## src/rtl/sched_rr_4x4.sv

```systemverilog
// sched_rr_4x4 - central scheduler for the 4-in/4-out 10-bit word switch.
//
// Sequences the system state machine (RESET/INIT/IDLE/ACTIVE/ERROR), latches
// the alto/bajo watermarks while in INIT, round-robin arbitrates the heads of
// input FIFOs 0..3 whose destination output FIFO is not almost-full, moves one
// word per cycle and keeps a wrapping word counter per destination.
//
// Ports:
//   clk, reset            system clock, synchronous active-high reset
//   init                  request INIT (threshold programming)
//   alto_in, bajo_in      watermark values latched during INIT
//   alto_out, bajo_out    latched watermarks driven to all FIFOs
//   data_in0..data_in3    head words of input FIFOs 0..3 (first-word-fall-through)
//   empty_in              empty flags of input FIFOs 0..3
//   afull_out             almost-full flags of output FIFOs 4..7 (bit d = FIFO 4+d)
//   fifo_err              overflow/underflow flags of FIFOs 0..7
//   pop                   combinational pop strobes to input FIFOs 0..3
//   push, data_out        registered push strobes / word to output FIFOs 4..7
//   req, idx              counter read request and destination select
//   contador_out          counter read data (valid with valid_contador)
//   idle, active, error   state indicators
module sched_rr_4x4 #(
    parameter int WORD_W = 10,
    parameter int CNT_W  = 5
) (
    input  logic              clk,
    input  logic              reset,
    input  logic              init,
    input  logic [2:0]        alto_in,
    input  logic [2:0]        bajo_in,
    output logic [2:0]        alto_out,
    output logic [2:0]        bajo_out,
    input  logic [WORD_W-1:0] data_in0,
    input  logic [WORD_W-1:0] data_in1,
    input  logic [WORD_W-1:0] data_in2,
    input  logic [WORD_W-1:0] data_in3,
    input  logic [3:0]        empty_in,
    input  logic [3:0]        afull_out,
    input  logic [7:0]        fifo_err,
    output logic [3:0]        pop,
    output logic [3:0]        push,
    output logic [WORD_W-1:0] data_out,
    input  logic              req,
    input  logic [1:0]        idx,
    output logic [CNT_W-1:0]  contador_out,
    output logic              valid_contador,
    output logic              idle,
    output logic              active,
    output logic              error
);

    typedef enum logic [2:0] {
        S_RESET,
        S_INIT,
        S_IDLE,
        S_ACTIVE,
        S_ERROR
    } state_t;

    state_t            state;
    logic [1:0]        ptr;
    logic [CNT_W-1:0]  cnt [4];
    logic [WORD_W-1:0] din [4];

    logic [3:0]        elig;
    logic              gnt_vld;
    logic [1:0]        gnt;
    logic [1:0]        cand;
    logic [WORD_W-1:0] gnt_word;
    logic [1:0]        gnt_dest;

    assign din[0] = data_in0;
    assign din[1] = data_in1;
    assign din[2] = data_in2;
    assign din[3] = data_in3;

    // Round-robin search starting just after the last grant. No grant while
    // reset or init is asserted, so no word is popped in a cycle whose push
    // would be discarded or that leaves ACTIVE for INIT.
    always_comb begin
        elig    = '0;
        gnt_vld = 1'b0;
        gnt     = ptr;
        cand    = ptr;
        for (int unsigned i = 0; i < 4; i++) begin
            elig[i] = !empty_in[i] && !afull_out[din[i][WORD_W-1 -: 2]];
        end
        if (state == S_ACTIVE && !reset && !init) begin
            for (int unsigned k = 1; k <= 4; k++) begin
                cand = ptr + 2'(k);
                if (!gnt_vld && elig[cand]) begin
                    gnt_vld = 1'b1;
                    gnt     = cand;
                end
            end
        end
    end

    assign gnt_word = din[gnt];
    assign gnt_dest = gnt_word[WORD_W-1 -: 2];
    assign pop      = gnt_vld ? (4'b0001 << gnt) : '0;

    assign idle   = (state == S_IDLE);
    assign active = (state == S_ACTIVE);
    assign error  = (state == S_ERROR);

    always_ff @(posedge clk) begin
        if (reset) begin
            state          <= S_RESET;
            ptr            <= 2'd3;
            for (int unsigned d = 0; d < 4; d++) begin
                cnt[d] <= '0;
            end
            push           <= '0;
            data_out       <= '0;
            alto_out       <= 3'd6;
            bajo_out       <= 3'd1;
            valid_contador <= 1'b0;
            contador_out   <= '0;
        end else begin
            push           <= '0;
            valid_contador <= 1'b0;
            contador_out   <= '0;

            if (gnt_vld) begin
                push     <= 4'b0001 << gnt_dest;
                data_out <= gnt_word;
                ptr      <= gnt;
            end

            // Count on the registered push, so an in-flight word that lands
            // in the first ERROR cycle is still counted.
            for (int unsigned d = 0; d < 4; d++) begin
                if (push[d]) begin
                    cnt[d] <= cnt[d] + 1'b1;
                end
            end

            if (state == S_IDLE && req) begin
                valid_contador <= 1'b1;
                contador_out   <= cnt[idx];
            end

            case (state)
                S_RESET: state <= S_INIT;
                S_ERROR: state <= S_ERROR;
                default: begin
                    if (|fifo_err) begin
                        state <= S_ERROR;
                    end else if (init) begin
                        state <= S_INIT;
                        if (state == S_INIT) begin
                            alto_out <= alto_in;
                            bajo_out <= bajo_in;
                        end
                    end else if (state == S_INIT) begin
                        state <= S_IDLE;
                    end else if (empty_in == 4'hF) begin
                        state <= S_IDLE;
                    end else begin
                        state <= S_ACTIVE;
                    end
                end
            endcase
        end
    end

endmodule

```

## config.mk

```make
export PLATFORM = sky130hd
export DESIGN_NAME = sched_rr_4x4
export DESIGN_NICKNAME = d
export VERILOG_FILES = /design/src/rtl/sched_rr_4x4.sv
export SDC_FILE = /design/constraint.sdc
export NUM_CORES = 1
export LEC_CHECK = 0
export ABC_AREA = 1
export CORE_MARGIN = 5
export CORE_UTILIZATION = 48
export CTS_BUF_LIST = sky130_fd_sc_hd__clkbuf_4 sky130_fd_sc_hd__clkbuf_8
export CTS_CLUSTER_SIZE = 16
export DETAILED_ROUTE_END_ITERATION = 16
export PLACE_DENSITY = 0.82
export SETUP_SLACK_MARGIN = 0.1
export SYNTH_ARGS = -nofsm -noshare
export SYNTH_HDL_FRONTEND = slang
export SYNTH_SLANG_ARGS = --single-unit
```

## constraint.sdc

```tcl
create_clock -name clk -period 2.99 [get_ports clk]
set_clock_uncertainty 0.2 [all_clocks]
set_input_delay 0.598 -clock clk [delete_from_list [all_inputs] [get_ports clk]]
set_output_delay 0.598 -clock clk [all_outputs]
set_load 0.02 [all_outputs]
```

Word-level counts from Yosys, hierarchy flattened. Memory sizes are Yosys's and may differ from the RTL's. A register that Yosys moved wholly into a read port is not among the register bits. Cells that the tools add are included.

Output and inout port bits: 33. Bits of input ports: 68. Register bits after elaboration: 26. Memories kept: 1. Logic and storage cells: 126. Bits in writable memories: 20.

Bitwise gates (word level): 9. Add/sub/neg operators: 7. Magnitude comparators: 9. Reduce and logical (&&, ||, !) cells: 29. Muxes and demuxes: 57. Shifts and indexed selects: 2. Equal/unequal tests: 5.

Memory list: cnt (words 4, width 5, read ports 5, clocked after Yosys merged registers in 1, wr ports 4, RTL line 62) `logic [CNT_W-1:0] cnt [4];`.

Operators with widths (number): $mux W1 (33); $lt A2 B3 Y1 const B (8); $add A5 B1 Y5 const B (4); $bmux W10 S2 (1); $mux W10 (2); $mux W5 (4); $bmux W1 S2 (8); $logic_not A1 Y1 (13); $mux W2 (6); $logic_and A1 B1 Y1 (10); $reduce_or A8 Y1 (1); $shl A1 B2 Y4 const A (2); $eq A3 B2 Y1 const B (2); $pmux W3 S2 (1); $reduce_or A2 Y1 (3); $add A2 B2 Y2 const B (2); $eq A4 B4 Y1 const B (1); $mux W4 (1); $not A1 Y1 (4); $or A1 B1 Y1 (4); $reduce_and A4 Y1 (1); $eq A3 B1 Y1 const B (1); $eq A3 B3 Y1 const B (1); $ge A3 B3 Y1 const B (1); other kinds (4) (4).

Logic depth before layout (Yosys ltp). Gate-level depths: netlist (run 1).

Depth after elaboration: 25. Depth in mapped cells: 19. Gate-level depth less buffers: 18.

Least setup slack after synthesis (run 1). Ideal clock, no wire load.

Kind: input-to-output. Start: input data_in1[8]. End: output pop[0]. Arrival: 2.003 ns. Stages: 16. Buffers on the path: 1. Slack: 0.189 ns. Path through: inv_2 nand2_1 nand3_1 nand2_1 nand3_1 nand3_1 nand2_2 nand2_2 nor2_4 nor2_4 nand2_2 nand2_1 nand2_1 buf_6 nand2_1 nor2_1.

Cells in the longest elaborated chain, start to end: 22. Elaborated cells on any way between the ends: 33. Those cells by class: shift (1); mux (24); reduce/logical (8).

RTL lines: start, declared (RTL line 34) `input logic [WORD_W-1:0] data_in1,`; $bmux W1 S2 (*) (RTL line 86) `elig[i] = !empty_in[i] && !afull_out[din[i][WORD_W-1 -: 2]];`; $mux W1 (implied by the code) (*) (RTL line 86); $logic_not A1 Y1 (*) (RTL line 86); $logic_and A1 B1 Y1 (*) (RTL line 86); $bmux W1 S2 (RTL line 91) `if (!gnt_vld && elig[cand]) begin`; $mux W1 (implied by the code) (RTL line 91); $mux W1 (RTL line 91); $mux W1 (RTL line 88) `if (state == S_ACTIVE && !reset && !init) begin`; (+6 left out); $mux W1 (RTL line 91); $mux W1 (RTL line 88); $logic_not A1 Y1 (RTL line 91); $logic_and A1 B1 Y1 (RTL line 91); $mux W2 (RTL line 91); $mux W2 (RTL line 88); $shl A1 B2 Y4 (RTL line 101) `assign pop = gnt_vld ? (4'b0001 << gnt) : '0;`; $mux W4 (*) (RTL line 101); end, declared (RTL line 40) `output logic [3:0] pop,`.

Mark *: on every way between the ends. The rest lies on a longest branch, timed or not. The select of a mux whose other input is x is not followed.

Worst setup path in the final report (run 1).
Start: register ptr[0]. End: output pop[0].

Cells in the longest elaborated chain, start to end: 19. Elaborated cells on any way between the ends: 32. Those cells by class: add/sub (3); shift (1); mux (22); reduce/logical (6).

RTL lines: start, declared (RTL line 61) `logic [1:0] ptr;`; start signal, assigned (RTL line 128) `ptr <= gnt;`; $add A2 B1 Y2 (RTL line 90) `cand = ptr + 2'(k);`; $bmux W1 S2 (RTL line 91); $mux W1 (implied by the code) (RTL line 91); $mux W1 (RTL line 91); $mux W1 (RTL line 88); $logic_not A1 Y1 (RTL line 91); $logic_and A1 B1 Y1 (RTL line 91); $mux W1 (RTL line 91); (+3 left out); $mux W1 (RTL line 91); $mux W1 (RTL line 88); $logic_not A1 Y1 (RTL line 91); $logic_and A1 B1 Y1 (RTL line 91); $mux W2 (RTL line 91); $mux W2 (RTL line 88); $shl A1 B2 Y4 (RTL line 101); $mux W4 (*) (RTL line 101).

Marked as above.

==> summary.md, run 1 <==
| Metric | Value |
|---|---|
| Synth area leaders | dfxtp_1 (19%), edfxtp_1 (19%), nand3_1 (12%) |
| Port Buffer Count | 100 |
| Post-Syn Area | between 3000 and 4000 sq um |
| Worst Path Arrival | ~2.3 ns |
| FP Rows | 29 |
| Worst-path fanout max | 6 |
| Commonest cells post-synth | inv_1 (89), nand2_1 (81), nand3_1 (80) |
| Clock transition at path regs | 0.11 ns |
| Critical Path Start Type | flip-flop |
| Post-synth EDFFs | 20 |
| Cts hold-fix bufs | 0 |
| Max incr delay on CP | 0.41 ns |
| Crit path kind | flip-flop to output port |
| Asr flop ratio synth | 0% |
| Pins over their slew limit | 0 |
| Pwr Total | 1.49 mW |
| Clk root buf | clkbuf_8 |
| Post-DP HPWL | 7030 microns |
| Largest net degree at the start of global routing | 25 |
| CTS tree | yes |
| Via count of the first global-routing pass | 3744 |
| Crit-path cells | xnor2_4 -> inv_1 -> nand3_4 -> nand2_4 -> buf_4 -> nand3_1 -> nand2_2 -> nand2_2 -> nand2_4 -> nand2_4 -> inv_2 -> nor2_1 -> buf_4 |
| Initial drt markers | 266 |
| Sequential fraction of the synthesis area | 38.0% |
| Clock sinks | 51 |
| Setup-failing EPs final | 4 |
| First-pass DRT Iterations | 5 |
| Failing checks | setup timing |
| Grt total ovfl | 0 |
| Fin crit share | 104% |
| Max Freq | 0.321 GHz |
| Pwr dens | 291 nW/um^2 |
| Syn Nets | 534 |
| CP max stage cell | dfxtp_4 |
| Die Ht | 91.8 microns |
| Core area | 6420 sq um |
| Hold WC Path Type | flip-flop to flip-flop |
| Seq cells post-synth | 51 |
| Reg2reg start | ptr[0]$_SDFFE_PP1P_ |
| Hold_sp | bajo_out[0]$_SDFFE_PP1P_ |
| Number of remaining DRC errors | 0 |
| R2R Path End | data_out[8]$_SDFFE_PP0P_ |
| Die W | just over 90 microns |
| Fin. Hold Viols | 0 |
| CTS max path bufs | 2 |
| Post-synth cell types | 30 |
| Vias per inst | 5.69 |
| Max-cap violation count | 0 |
| Most common cell in the netlist | inv_1 |
| Layout cells sized above 1 | 29.7% |
| Clock latency on the worst-skew pair | 0.31 ns |
| Gpl congestion | roughly 0.85 |
| Synth top area share | 19.3% |
| Starting Density | 50.0% |
| Die footprint | 8430 sq um |
| Ports | roughly 100 |
| Post-layout util | 79.7% |
| Crit path time final | 3.12 ns |
| Fin nets | 694 |
| Req. time, crit path | 2.19 ns |
| Mean post-synth cell area | 6.95 sq um |
| Tot GR Track Use | 25.1% |
| Total wire length | 12700 microns |
| First-pass GRT wire length | 17300 microns |
| Worst rel slew slack | 74.6% |
| CTS H-tree lvls | 2 |
| Ant diodes | 0 |
| Most used flip-flop cell after synthesis | dfxtp_1 |
| Final antenna-violating net count | 0 |
| VDD IR max | 0.231 mV |
| Initial antenna violation count | 0 |
| Critical Path Source | ptr[0]$_SDFFE_PP1P_ |
| R2r worst-path depth | 16 |
| Leading area contributor after synthesis | dfxtp_1 |
| CP dominant cell by count | nand2_4 |
| Synth Warn # | 0 |
| Critical Path Sink | pop[0] |
| Num CTS Buffers | 5 |
| Slew @ Worst Pin | about 0.38 ns |
| Status | complete, but fails checks |
| DR vias | 3982 |
| Layout Area Growth over Synthesis | 59.3% |
| Total leakage power | 2.49 nW |
| RSZ-0062 raised after global routing | yes |
| Wire length per cell | 18.1 microns |
| R2R Setup Slk | ~0.27 ns |
| Worst setup EP type | output port |
| Mapped Cells | between 400 and 500 |
| Post-route setup slack | -0.128 ns |
## stage by stage
stage	setup WS (ns)	cells	TNS, ns	hold slack, ns	instance area [sq um]
6_report	-0.128	700	-0.404	0.294	5120
3_3_place_gp	-0.666	649	-2.68	0.259	4370
2_1_floorplan	0.189	462	0	0.342	3210
4_1_cts	0.101	698	0	0.298	4860
3_5_place_dp	-0.845	649	-3.85	0.275	4370
5_1_grt	-0.160	700	-0.578	0.324	5120
## critical path, delay by kind of cell, from the launching register on
family	cells	cell delay [ns]
flip-flops	1	0.41
AND/OR/NAND/NOR	8	0.80
buffers and inverters	4	0.52
XOR/XNOR	1	0.26
## layout make-up
class	count	area (sq um)
Multi-Input combinational cell	302	1830
Timing Repair Buffer	167	1500
Fill cell	405	1310
Sequential cell	51	1230
Inverter	95	377
Tap cell	77	96.3
Clock buffer	6	76.3
Clock inverter	2	12.5
## worst min-delay path by stage
| stage | slack [ns] | depth (start not counted) | endpoint |
|---|---|---|---|
| global placement | 0.26 | 2 | alto_out[1]$_SDFFE_PP1P_ |
| CTS | 0.30 | 2 | bajo_out[0]$_SDFFE_PP1P_ |
| detailed placement | 0.27 | 2 | bajo_out[0]$_SDFFE_PP1P_ |
| finish | 0.29 | 2 | bajo_out[0]$_SDFFE_PP1P_ |
| global route | 0.32 | 2 | alto_out[2]$_SDFFE_PP1P_ |
| floorplan | 0.34 | 2 | contador_out[4]$_SDFF_PP0_ |
## cells by family after synthesis
kind of cell	share of synthesized area, %
AND/OR/NAND/NOR	36.7
buffers and inverters	14.7
AO/OA/AOI/OAI	8.73
flip-flops	38.0
adder cells (fa/ha/maj)	1.56
XOR/XNOR	0.273
## cell usage in the layout, fill, tap and decap left out, types with 4 or more instances in the layout
cell type	Yosys	layout
o21ai_0	26	26
clkdlybuf4s50_1	0	80
buf_4	2	71
nand2_1	81	53
nand3_1	80	60
buf_6	7	9
nor3_1	8	8
dfxtp_1	31	29
nand3_4	1	7
ha_1	4	4
nand2_4	2	12
clkbuf_8	0	5
dlygate4sd2_1	0	4
nand3_2	7	21
nor2_1	45	43
inv_1	89	80
inv_4	0	5
or2_2	4	4
a21oi_1	15	15
edfxtp_1	20	20
inv_2	6	9
nor2_4	3	5
nand2_2	8	26
o21bai_1	4	4
## power by group
part | internal (mW) | switching [mW]
clock | 0.174 | 0.236
combinational | 0.177 | 0.160
sequential | 0.730 | 0.0126
total | 1.08 | 0.408
## timing repair
| item | 4_1_cts | 5_1_grt |
|---|---|---|
| buffers inserted | 41 | 4 |
| setup endpoints to repair | 4 | 9 |
| endpoints found under the hold margin | 0 | 0 |
| gates resized for setup | 122 | 65 |
| pin swaps | 28 | 35 |
## metal layers
metal,vias up,track usage [%],share of wire (%)
met4,0,12.3,6.3
met2,307,45.3,49
met3,90,6.63,10
met5,-,0,0
met1,1795,27.1,35
li1,1790,-,-
## state kept, by name, indices dropped and copies added (netlist names), named ones only
register	flops
push	4
ptr	2
state	2
data_out	10
alto_out	3
bajo_out	3
valid_contador	1
contador_out	5
cnt	20
Power figures use the tool's default switching activity.
==> run 2, diff against run 1 <==
--- a/config.mk
+++ b/config.mk
@@ -13,6 +13,7 @@
 export DETAILED_ROUTE_END_ITERATION = 16
 export PLACE_DENSITY = 0.82
 export SETUP_SLACK_MARGIN = 0.1
+export SKIP_CTS_REPAIR_TIMING = 1
 export SYNTH_ARGS = -nofsm -noshare
 export SYNTH_HDL_FRONTEND = slang
 export SYNTH_SLANG_ARGS = --single-unit
==> run 2 against run 1 <==
Against the previous run:
- the run now ends clean
- die area unchanged
- cell area down 6.7%
- first-iteration DRC count down 37%
- maximum frequency up 4.3%
- hold slack worse by 0.0024 ns
- clock power down 4%
- worst setup slack better by 0.13 ns
- sequential share of layout area up 1.6 points
- via count down 11%
- routed wire length down 23%
- sequential cell count unchanged
- power down 5.2%
- critical endpoint is now pop[2]
- largest cell class unchanged
==> summary.md, run 2 (same netlist as run 1, synthesis figures left out) <==
| Metric | Value |
|---|---|
| Starting Density | 50.0% (unchanged) |
| Gpl congestion | 0.854 (unchanged) |
| Layout Area Growth over Synthesis | 48.5% (was 59.3%) |
| Total wire length | 9740 microns (was 12700 microns) |
| Fin. Hold Viols | 0 (unchanged) |
| Final instance area | 4770 sq um (was 5120 sq um) |
| Biggest register | cnt (unchanged) |
| Worst setup EP type | output port (unchanged) |
| Crit path kind | input pin to output port (was flip-flop to output port) |
| Die W | 91.8 microns (unchanged) |
| Post-layout util | 74.3% (was 79.7%) |
| Pwr dens | 296 nW/um^2 (was 291 nW/um^2) |
| Post-DP HPWL | 7030 microns (unchanged) |
| Port Buffer Count | 100 (unchanged) |
| Clock sinks | 51 (unchanged) |
| Via count of the first global-routing pass | 3193 (was 3744) |
| Die footprint | 8430 sq um (unchanged) |
| CTS H-tree lvls | 2 (unchanged) |
| Die Ht | 91.8 microns (unchanged) |
| First-pass GRT wire length | 14100 microns (was 17300 microns) |
| Pwr Total | 1.41 mW (was 1.49 mW) |
| Clock transition at path regs | 0.08 ns (was 0.11 ns) |
| Fin crit share | 99.9% (was 104%) |
| FP Rows | 29 (unchanged) |
| Top flop regs | cnt: 20 flops, data_out: 10 flops, contador_out: 5 flops (unchanged) |
| Initial antenna violation count | 0 (unchanged) |
| Layout cells sized above 1 | 23.4% (was 29.7%) |
| Largest register FFs | 20 (unchanged) |
| Critical Path Start Type | input pin (was flip-flop) |
| CTS tree | yes (unchanged) |
| Inst Count DP | 649 (unchanged) |
| CTS max path bufs | 2 (unchanged) |
| Clk root buf | clkbuf_8 (unchanged) |
| Core area | 6420 sq um (unchanged) |
| Worst-path fanout max | 3 (was 6) |
| Max-cap violation count | 0 (unchanged) |
| Number of remaining DRC errors | 0 (unchanged) |
| Placed inst area | 4370 sq um (unchanged) |
| Num CTS Buffers | 5 (unchanged) |
| Ant diodes | 0 (unchanged) |
| Ports | 101 (unchanged) |
| Total leakage power | 2.36 nW (was 2.49 nW) |
| Largest net degree at the start of global routing | 25 (unchanged) |
| First-pass DRT Iterations | 4 (was 5) |
| Max Freq | 0.335 GHz (was 0.321 GHz) |
| Tot GR Track Use | 20.2% (was 25.1%) |
| RSZ-0062 raised after global routing | yes (unchanged) |
| Hold WC Path Type | flip-flop to flip-flop (unchanged) |
| Initial drt markers | 167 (was 266) |
| Status | finished clean (was complete, but fails checks) |
| Final Non-Filler Cells | 671 (was 700) |
| VDD IR max | 0.215 mV (was 0.231 mV) |
| Final antenna-violating net count | 0 (unchanged) |
| Req. time, crit path | 2.19 ns (about the same) |
| Pins over their slew limit | 0 (unchanged) |
| Worst rel slew slack | 75.8% (was 74.6%) |
| Fillers | 478 (was 405) |
| Vias per inst | 5.31 (was 5.69) |
| Commonest non-fill, non-tap cells in the layout | inv_1 (80), clkdlybuf4s50_1 (80), nand2_1 (64), nand3_1 (64), buf_4 (43) (was inv_1 (80), clkdlybuf4s50_1 (80), buf_4 (71)) |
| Wire length per cell | 14.5 microns (was 18.1 microns) |
| Slew @ Worst Pin | 0.362 ns (was 0.381 ns) |
| DR vias | 3560 (was 3982) |
| Grt total ovfl | 0 (unchanged) |
| Setup-failing EPs final | 0 (was 4) |
| Clock latency on the worst-skew pair | 0.30 ns (was 0.31 ns) |
| Fin nets | 665 (was 694) |
| Worst Path Arrival | 2.19 ns (was 2.32 ns) |
| Crit path time final | 2.99 ns (was 3.12 ns) |
## run 2: changes by cell type in the layout (fill, tap and decap cells not counted), sizes merged
| cell | delta |
|---|---|
| buf | -34 |
| clkbuf | +2 |
| dlygate4sd2 | -4 |
| dlymetal6s2s | +7 |
## run 2: worst paths after layout
check	start	endpoint	slack (ns)	cells after the start
setup / recovery	data_in0[9]	pop[2]	0.002	15
hold / removal	bajo_out[0]$_SDFFE_PP1P_	bajo_out[0]$_SDFFE_PP1P_	0.29	2
setup reg to reg	ptr[0]$_SDFFE_PP1P_	data_out[9]$_SDFFE_PP0P_	0.51	15
hold reg to reg	bajo_out[0]$_SDFFE_PP1P_	bajo_out[0]$_SDFFE_PP1P_	0.29	2
## run 2: critical path: stages
cell and delay [ns]:
dlymetal6s2s_1 0.16, inv_2 0.08, nand3_2 0.08, nand2_2 0.09
nand3_2 0.11, nand2_1 0.09, nand2_1 0.07, nand2_2 0.11
nand4_1 0.16, buf_4 0.19, nand3_1 0.09, nand2_2 0.09
nand2_4 0.11, nor2_4 0.05, buf_6 0.12
## run 2: cell type report
| cell class | instances | area (sq um) | area share [%] |
|---|---|---|---|
| Clock inverter | 2 | 12.5 | 0.262 |
| Sequential cell | 51 | 1220 | 25.6 |
| Multi-Input combinational cell | 302 | 1710 | 35.8 |
| Timing Repair Buffer | 138 | 1290 | 27.0 |
| Clock buffer | 6 | 76.3 | 1.60 |
| Inverter | 95 | 369 | 7.74 |
| Tap cell | 77 | 96.3 | 2.02 |
## run 2: metrics by stage
stage | worst slack, ns | TNS (ns) | hold WS, ns
after floorplan | 0.189 | 0 | 0.342
after global placement | -0.666 | -2.68 | 0.259
after detailed placement | -0.845 | -3.85 | 0.275
after CTS | -0.854 | -3.19 | 0.298
after global routing | -0.0969 | -0.272 | 0.326
final | 0.00188 | 0 | 0.291
## run 2: power by group
group | switching, mW | internal [mW] | leakage [nW]
sequential | 0.0117 | 0.732 | 0.456
clock | 0.219 | 0.173 | 0.0462
combinational | 0.128 | 0.148 | 1.86
## run 2: layer usage
metal	share of wire, %	wire length, microns	vias to the layer above	global-route usage, %
met5	0	0	-	0
met4	3.1	302	0	5.94
met3	8.5	823	38	5.89
met2	51	4940	180	37.1
met1	38	3670	1606	22.5
li1	-	-	1736	-
==> run 3, diff against run 2 <==
--- a/config.mk
+++ b/config.mk
@@ -11,6 +11,7 @@
 export CTS_BUF_LIST = sky130_fd_sc_hd__clkbuf_4 sky130_fd_sc_hd__clkbuf_8
 export CTS_CLUSTER_SIZE = 16
 export DETAILED_ROUTE_END_ITERATION = 16
+export GPL_TIMING_DRIVEN = 0
 export PLACE_DENSITY = 0.82
 export SETUP_SLACK_MARGIN = 0.1
 export SKIP_CTS_REPAIR_TIMING = 1
==> constraint.sdc (replaced) <==
create_clock -name clk -period 3 [get_ports clk]
set_clock_uncertainty 0.2 [all_clocks]
set_input_delay 0.6 -clock clk [delete_from_list [all_inputs] [get_ports clk]]
set_output_delay 0.6 -clock clk [all_outputs]
set_load 0.02 [all_outputs]
==> run 3 against run 2 <==
Against the previous run:
- the run now ends with setup timing left
- count of clock-buffer cells in the layout unchanged
- combinational power is 4% lower
- cell count is 0.89% lower
- sequential power about the same
- hold slack worse by 0.0053 ns
==> summary.md, run 3 (same netlist as run 1, synthesis figures left out) <==
| Metric | Value |
|---|---|
| Buffers and inverters on the worst path | 3 (was 4) |
| Commonest non-fill, non-tap cells in the layout | clkdlybuf4s50_1 (79), inv_1 (78), nand3_1 (61) (was inv_1 (80), clkdlybuf4s50_1 (80), nand2_1 (64), nand3_1 (64), buf_4 (43)) |
| Crit path kind | input pin to output port (unchanged) |
| Placement Setup Slack | -1.05 ns (was -0.845 ns) |
| Grt total ovfl | 0 (unchanged) |
| Top flop regs | cnt: 20 flops, data_out: 10 flops, contador_out: 5 flops (unchanged) |
| Pwr dens | 304 nW/um^2 (was 296 nW/um^2) |
| Crit-path cells | clkdlybuf4s50_1 -> nor2_4 -> nand2_1 -> nor2_4 -> nand3_1 -> nand2_2 -> buf_6 -> nand2_4 -> nor2_4 -> buf_6 (was dlymetal6s2s_1 -> inv_2 -> nand3_2 -> nand2_2 -> nand3_2 -> nand2_1 -> nand2_1 -> nand2_2 -> nand4_1 -> buf_4 -> nand3_1 -> nand2_2 -> nand2_4 -> nor2_4 -> buf_6) |
| Grt met1 use | 24.2% (was 22.5%) |
| Clock transition at path regs | 0.09 ns (was 0.08 ns) |
| CTS H-tree lvls | 2 (unchanged) |
| Status | complete, but fails checks (was finished clean) |
| Req. time, crit path | 2.20 ns (was 2.19 ns) |
| Ports | 101 (unchanged) |
| Inst Count DP | 639 (was 649) |
| Critical Path Start Type | input pin (unchanged) |
| Met2 Resource Use GR | 36.5% (was 37.1%) |
| FP Rows | 29 (unchanged) |
| Via count of the first global-routing pass | 3233 (was 3193) |
| DR vias | 3501 (was 3560) |
| CTS tree | yes (unchanged) |
| Largest register FFs | 20 (unchanged) |
| Worst-path fanout max | 4 (was 3) |
| Post-DP HPWL | 6940 microns (was 7030 microns) |
| Tot GR Track Use | 20.5% (was 20.2%) |
| Max incr delay on CP | 0.50 ns (was 0.19 ns) |
| Pins over their slew limit | 0 (unchanged) |
| Worst Path Arrival | 2.29 ns (was 2.19 ns) |
| First-pass DRT Iterations | 5 (was 4) |
| Core area | 6420 sq um (unchanged) |
| Biggest register | cnt (unchanged) |
| Fillers | 444 (was 478) |
| Failing checks | setup timing |
| Number of remaining DRC errors | 0 (unchanged) |
| Gpl congestion | 0.890 (was 0.854) |
| Fin crit share | 103% |
| Pint | 1.12 mW (was 1.05 mW) |
| Clock latency on the worst-skew pair | 0.30 ns (about the same) |
| Post-layout util | 76.4% (was 74.3%) |
| Total wire length | 9760 microns (was 9740 microns) |
| RSZ-0062 raised after global routing | yes (unchanged) |
| Most common cell after layout, fill and taps aside | clkdlybuf4s50_1 |
| Num CTS Buffers | 5 (unchanged) |
| Max Freq | 0.324 GHz |
| Ant diodes | 0 (unchanged) |
| CTS max path bufs | 2 (unchanged) |
| Post-route setup slack | -0.0873 ns (was 0.00188 ns) |
| Most used routing layer | met2 (unchanged) |
| Vias per inst | 5.26 (was 5.31) |
| Initial antenna violation count | 0 (unchanged) |
| Crit path time final | about 3.1 ns |
| Hold WC Path Type | flip-flop to flip-flop (unchanged) |
| Initial drt markers | 160 (was 167) |
| CP max stage cell | clkdlybuf4s50_1 (was buf_4) |
| Final antenna-violating net count | 0 (unchanged) |
| Die footprint | 8430 sq um (unchanged) |
| Layout cells sized above 1 | 24.3% (was 23.4%) |
| Setup-failing EPs final | 4 (was 0) |
| First-pass GRT wire length | 14200 microns (was 14100 microns) |
| Sequential standard cell area | 1220 sq um (about the same) |
| Clock sinks | 51 (unchanged) |
| Port Buffer Count | 100 (unchanged) |
| Wire length per cell | 14.7 microns (was 14.5 microns) |
| Multi-input gate area | 1830 sq um (was 1710 sq um) |
| Reg power frac | 49.8% (was 52.7%) |
| Slew @ Worst Pin | 0.482 ns (was 0.362 ns) |
| Pwr Total | 1.49 mW (was 1.41 mW) |
| Largest net degree at the start of global routing | 17 (was 25) |
| Max-cap violation count | 0 (unchanged) |
| CP dominant cell by count | nor2_4 (was nand2_2) |
| Starting Density | 50.0% (unchanged) |
| Total leakage power | 2.37 nW (was 2.36 nW) |
| Cell family with most CP delay | simple AND/OR/NAND/NOR gates (unchanged) |
| Sw frac | 24.6% (was 25.4%) |
| Switch Pwr | 366 uW (was 359 uW) |
| Met3 GRT Util | 5.56% (was 5.89%) |
| Clk root buf | clkbuf_8 (unchanged) |
| Die W | 91.8 microns (unchanged) |
| VDD IR max | 0.205 mV (was 0.215 mV) |
| Worst rel slew slack | 67.9% (was 75.8%) |
| Final Non-Filler Cells | 665 (was 671) |
| Comb power frac | 17.9% (was 19.5%) |
| Die Ht | 91.8 microns (unchanged) |
| Layout Area Growth over Synthesis | 52.7% (was 48.5%) |
| Hold Slack | 0.286 ns (was 0.291 ns) |
| Fin nets | 659 (was 665) |
| Worst setup EP type | output port (unchanged) |
| Clock Power Share | 32.4% (was 27.8%) |
| Fin. Hold Viols | 0 (unchanged) |
## run 3: changes by cell type in the layout (fill, tap and decap cells not counted), moves of 4 or more
cell     previous run  this run
nand3_4             2         8
nand2_1            64        58
nand2_4             7        11
buf_6               4        11
buf_4              43        22
## run 3: worst min-delay path, stage by stage, from the launching register on
cell and delay [ns]:
dfxtp_1 0.33, nand2_1 0.06, nand3_1 0.07
## run 3: power groups by stage
stage,Combinational (mW),Clock (mW),Sequential (mW)
3_3_place_gp,0.211,0,0.756
4_1_cts,0.217,0.480,0.741
2_1_floorplan,0.0995,0,0.753
3_5_place_dp,0.216,0,0.757
5_1_grt,0.290,0.505,0.743
6_report,0.266,0.482,0.741
## run 3: path summary, 6_finish.rpt
check / from / to / slack [ns] / depth (start not counted)
setup reg to reg: ptr[0]$_SDFFE_PP1P_ / push[2]$_SDFF_PP0_ / 0.56 / 17
setup / recovery: init / pop[2] / -0.09 / 10
hold reg to reg: alto_out[2]$_SDFFE_PP1P_ / alto_out[2]$_SDFFE_PP1P_ / 0.29 / 2
hold / removal: alto_out[2]$_SDFFE_PP1P_ / alto_out[2]$_SDFFE_PP1P_ / 0.29 / 2
## run 3: per-stage QoR
stage                     area (sq um)  TNS (ns)
after floorplan                   3210         0
after global placement            4310     -3.55
after detailed placement          4310     -3.98
after CTS                         4420     -3.99
after global routing              4910    -0.587
final                             4910    -0.252
## run 3: layout make-up
class / instances / share of cell area [%]
multi-input combinational: 302 / 37.2
sequential: 51 / 24.9
buffer: 14 / 2.50
tap: 77 / 1.96
inverter: 95 / 7.63
timing repair buffer: 118 / 23.5
clock buffer: 6 / 1.56
clock inverter: 2 / 0.765
## run 3: per-layer routing
layer  vias up  part of all wire, %
met5         -                    0
met4         0                  1.7
met3        22                  6.7
met2       142                   52
met1      1612                   40
li1       1725                    -
